$ cat config.mk
export PLATFORM = sky130hd
export DESIGN_NAME = queue_rr_arbiter
export DESIGN_NICKNAME = d
export VERILOG_FILES = /design/src/rtl/queue_rr_arbiter.sv
export SDC_FILE = /design/constraint.sdc
export NUM_CORES = 1
export LEC_CHECK = 0
export CAP_MARGIN = 25
export CORE_AREA = 2 2 39 41
export CTS_CLUSTER_DIAMETER = 150
export DETAILED_ROUTE_END_ITERATION = 8
export DIE_AREA = 0 0 41 43
export DONT_BUFFER_PORTS = 1
export PLACE_DENSITY = 0.55
export SETUP_SLACK_MARGIN = 0.05
export SYNTH_ARGS = -nofsm -noshare
export SYNTH_HDL_FRONTEND = slang
export SYNTH_SLANG_ARGS = --single-unit
export TNS_END_PERCENT = 30
$ cat constraint.sdc
create_clock -name clk -period 1.6 [get_ports clk]
set_input_delay 0.24 -clock clk [delete_from_list [all_inputs] [get_ports clk]]
set_output_delay 0.24 -clock clk [all_outputs]
set_load 0.03 [all_outputs]
$ cat src/rtl/queue_rr_arbiter.sv
// Round-robin arbiter merging N DTI queue inputs into one output, one whole
// transaction (first beat through eot beat) at a time; each beat is tagged with its source index.
module queue_rr_arbiter #(
   parameter int N = 2,
   parameter int W_DIN = 16,
   localparam int W_SEL = $clog2(N)
) (
   input  logic                   clk,
   input  logic                   rst,
   input  logic [N*W_DIN-1:0]     din_data,
   input  logic [N-1:0]           din_valid,
   output logic [N-1:0]           din_ready,
   output logic [W_SEL+W_DIN-1:0] dout_data,
   output logic                   dout_valid,
   input  logic                   dout_ready,
   output logic                   busy,
   output logic [W_SEL-1:0]       cur_sel
);

   typedef enum logic {S_IDLE = 1'b0, S_LOCKED = 1'b1} state_t;

   state_t           state_q, state_d;
   logic [W_SEL-1:0] sel_q, sel_d;
   logic [W_SEL-1:0] rr_ptr_q, rr_ptr_d;
   logic [W_SEL-1:0] win;
   logic             found;
   logic [W_DIN-1:0] din_arr [N];

   for (genvar gi = 0; gi < N; gi++) begin : g_unpack
      assign din_arr[gi] = din_data[gi*W_DIN +: W_DIN];
   end

   function automatic logic [W_SEL-1:0] wrap_inc(input logic [W_SEL-1:0] a, input int k);
      int s;
      s = int'(a) + k;
      if (s >= N) s = s - N;
      return W_SEL'(s);
   endfunction

   // Winner depends only on valids and rr_ptr, so it stays put while the source holds its beat.
   always_comb begin
      logic [W_SEL-1:0] idx;
      found = 1'b0;
      win   = '0;
      idx   = '0;
      for (int k = 0; k < N; k++) begin
         idx = wrap_inc(rr_ptr_q, k);
         if (!found && din_valid[idx]) begin
            found = 1'b1;
            win   = idx;
         end
      end
   end

   always_comb begin
      state_d    = state_q;
      sel_d      = sel_q;
      rr_ptr_d   = rr_ptr_q;
      dout_data  = '0;
      dout_valid = 1'b0;
      din_ready  = '0;
      if (!rst) begin
         case (state_q)
            S_IDLE: begin
               if (found) begin
                  dout_data      = {win, din_arr[win]};
                  dout_valid     = 1'b1;
                  din_ready[win] = dout_ready;
                  if (dout_ready) begin
                     // A single-beat transaction never takes the lock.
                     if (din_arr[win][W_DIN-1]) begin
                        rr_ptr_d = wrap_inc(win, 1);
                     end else begin
                        state_d = S_LOCKED;
                        sel_d   = win;
                     end
                  end
               end
            end
            S_LOCKED: begin
               dout_data        = {sel_q, din_arr[sel_q]};
               dout_valid       = din_valid[sel_q];
               din_ready[sel_q] = dout_ready;
               if (din_valid[sel_q] && dout_ready && din_arr[sel_q][W_DIN-1]) begin
                  state_d  = S_IDLE;
                  rr_ptr_d = wrap_inc(sel_q, 1);
               end
            end
            default: ;
         endcase
      end
   end

   always_ff @(posedge clk) begin
      if (rst) begin
         state_q  <= S_IDLE;
         sel_q    <= '0;
         rr_ptr_q <= '0;
      end else begin
         state_q  <= state_d;
         sel_q    <= sel_d;
         rr_ptr_q <= rr_ptr_d;
      end
   end

   assign busy    = (state_q == S_LOCKED);
   assign cur_sel = sel_q;

endmodule

==> results.sh <==
export IMPL_yosysMostFrequentCell="nand2_1"
export IMPL_viasPerCell=5.71
export IMPL_grt_ovfl_total=0
export IMPL_io_pins=59
export IMPL_synth_mux_area_share_pct=1.98
export IMPL_insertedDiodeCount=0
export IMPL_synth_top_family_by_area="compound AO/OA/AOI/OAI gates"
export IMPL_crit_required_ns=1.36
export IMPL_synth_top_cell_area_share_pct=23.1
export IMPL_hold_viol=0
export IMPL_violations="setup timing"
export IMPL_tns_ns=-3.52
export IMPL_clockBufferDepth=2
export IMPL_use_met2_pct=39.7
export IMPL_cts_root_buf="clkbuf_4"
export IMPL_cap_violations=0
export IMPL_synth_seq_cells=3
export IMPL_hold_ws_ns=0.0721
export IMPL_drt_iter0_drc=4
export IMPL_clkLatencyLatePin_ns=0.23
export IMPL_ir_drop_uv=659
export IMPL_drc=0
export IMPL_yosys_top_cells_area="nand2_1 (23%), a21oi_2 (14%), dfxtp_1 (11%)"
export IMPL_synth_cells=91
export IMPL_nFillCells=126
export IMPL_syn_num_nets=128
export IMPL_core_area_mm2=0.00138
export IMPL_worst_setup_path_end_kind="output pin"
export IMPL_syn_area_um2=568
export IMPL_synthArstFlopShare_pct=0
export IMPL_synth_cell_types=30
export IMPL_grt_use_total_pct=20.1
export IMPL_cts_htree_levels=1
export IMPL_cp_max_fo=6
export IMPL_grt_pass1_vias=636
export IMPL_ys_warn_count=0
export IMPL_min_period_ns=1.82
export IMPL_synth_edf_count=0
export IMPL_cp_start_kind="register"
export IMPL_yosys_top_cells_count="nand2_1 (35), a21oi_2 (9), a21oi_1 (8)"
export IMPL_synth_xor_area_share_pct=0
export IMPL_worst_pin_slew_ns=0.352
export IMPL_start_util_pct=41.0
export IMPL_cts_num_sinks=3
export IMPL_die_y_um=43
export IMPL_worstSetupPathType="register to output pin"
export IMPL_place_hpwl_um=1280
export IMPL_drtPass1Iterations=2
export IMPL_num_vias=679
export IMPL_power_density_mw_per_mm2=649
export IMPL_synth_fa_ha_area_share_pct=0
export IMPL_grt_busiest_layer="met2"
export IMPL_cts_buffers=3
export IMPL_use_met1_pct=20.2
export IMPL_row_count=14
export IMPL_synthFlopType="dfxtp_1"
export IMPL_cts_tree="done"
export IMPL_grt_pass1_wl_um=2590
export IMPL_routed_wl_um=1650
export IMPL_maxSlewHeadroom_pct=76.5
export IMPL_fin_ws_ns=-0.224
export IMPL_rsz0062_at_grt="true"
export IMPL_finalNetCount=141
export IMPL_setup_violations=19
export IMPL_globalRouteMet3Util_pct=2.09
export IMPL_drv_slew=0
export IMPL_fin_crit_sh_pct=114
export IMPL_die_w_um=41
export IMPL_io_buffer_count=0
export IMPL_fin_total_pwr_uw=614
export IMPL_clock_fmax_mhz=548
export IMPL_antenna_found_initial=0
export IMPL_syn2layout_area_growth_pct=66.3
export IMPL_yosys_area_top_type="nand2_1"
export IMPL_worstPathArrival_ns=1.58
export IMPL_synth_compound_area_share_pct=38.5
export IMPL_ys_seq_area_share_pct=10.6
export IMPL_ant_nets=0
export IMPL_grt_start_max_net_pins=19
export IMPL_synthSimpleGateAreaFrac_pct=38.5
export IMPL_timing_clock_skew_ns=0.00176
export IMPL_cts_hold_buf=0
export IMPL_fp_dieArea_mm2=0.00176
export IMPL_gp_congestion=0.808
export IMPL_p_leak_nw=0.358
export IMPL_avgSynthCellArea_um2=6.24
export IMPL_drive_above_1_share_pct=51.5
export IMPL_status="complete, but fails checks"
export IMPL_wl_per_cell_um=13.8
export IMPL_hold_path_class="input pin to register"
export IMPL_path_clk_slew_ns=0.04
## path summary, 6_finish.rpt
kind            start      endpoint  slack, ns  cells after the start
max reg2reg  rr_ptr_q      rr_ptr_q       0.10                      6
min               rst          busy       0.07                      1
min reg2reg      busy          busy       0.53                      2
max          rr_ptr_q  dout_data[8]      -0.22                      5
## routing by layer
metal / part of all wire, % / vias up
li1: - / 337
met1: 34 / 313
met2: 58 / 29
met3: 8.3 / 0
met4: 0 / 0
met5: 0 / -
## where the power goes
part	leakage, nW	internal [mW]	switching [mW]
sequential	0.0261	0.0832	0.00943
clock	0.0150	0.0931	0.0340
combinational	0.317	0.147	0.246
total	0.358	0.324	0.290
## through the flow
stage	setup WS [ns]	instances	instance area, um^2	util [%]
after floorplan	-0.0239	91	751	-
after CTS	-0.215	119	921	66.5
final	-0.224	119	945	68.3
after global routing	-0.308	119	945	68.3
after global placement	-0.0128	112	810	58.5
after detailed placement	-0.0525	112	810	58.5
## state kept, by name, summed over array words and instances (netlist names)
register  flops
busy          1
cur_sel       1
rr_ptr_q      1
## layout by cell type (no fill, tap or decap), types with 2 or more instances in the layout
cell and n:
nand2_1 29, dfxtp_2 2, nand2_4 3, a21oi_4 13
a31oi_1 2, nor3_4 2, buf_4 4, nor2b_1 2
clkbuf_4 3, buf_12 2, buf_6 7, a21oi_2 3
nand2b_1 3, buf_8 2, nand2_2 3, nor2_1 2
## critical path, stage by stage (launching register included)
cell	delay, ns
dfxtp_2	0.32
and2b_2	0.25
o31ai_4	0.26
buf_6	0.19
nand2_1	0.09
a21oi_4	0.25
## kinds of logic (layout without fill, tap and decap cells)
| family | Yosys count | count (layout) |
|---|---|---|
| AND/OR/NAND/NOR | 50 | 50 |
| multiplexers | 1 | 1 |
| AO/OA/AOI/OAI | 28 | 28 |
| buffers and inverters | 9 | 21 |
| flip-flops | 3 | 3 |
## area by class of cell
cell class	instances	area, um^2	area share [%]
Multi-Input combinational cell	79	646	68.3
Timing Repair Buffer	15	179	18.9
Sequential cell	3	66.3	7.02
Clock buffer	4	26.3	2.78
Tap cell	16	20.0	2.12
Inverter	2	7.51	0.795
## timing repair
action                     CTS  global route
setup buffers                2             0
setup endpoints to repair   20            21
cloned                       1             0
pin swaps                   14             8
resized for setup           19             6
Power figures use the tool's default switching activity.
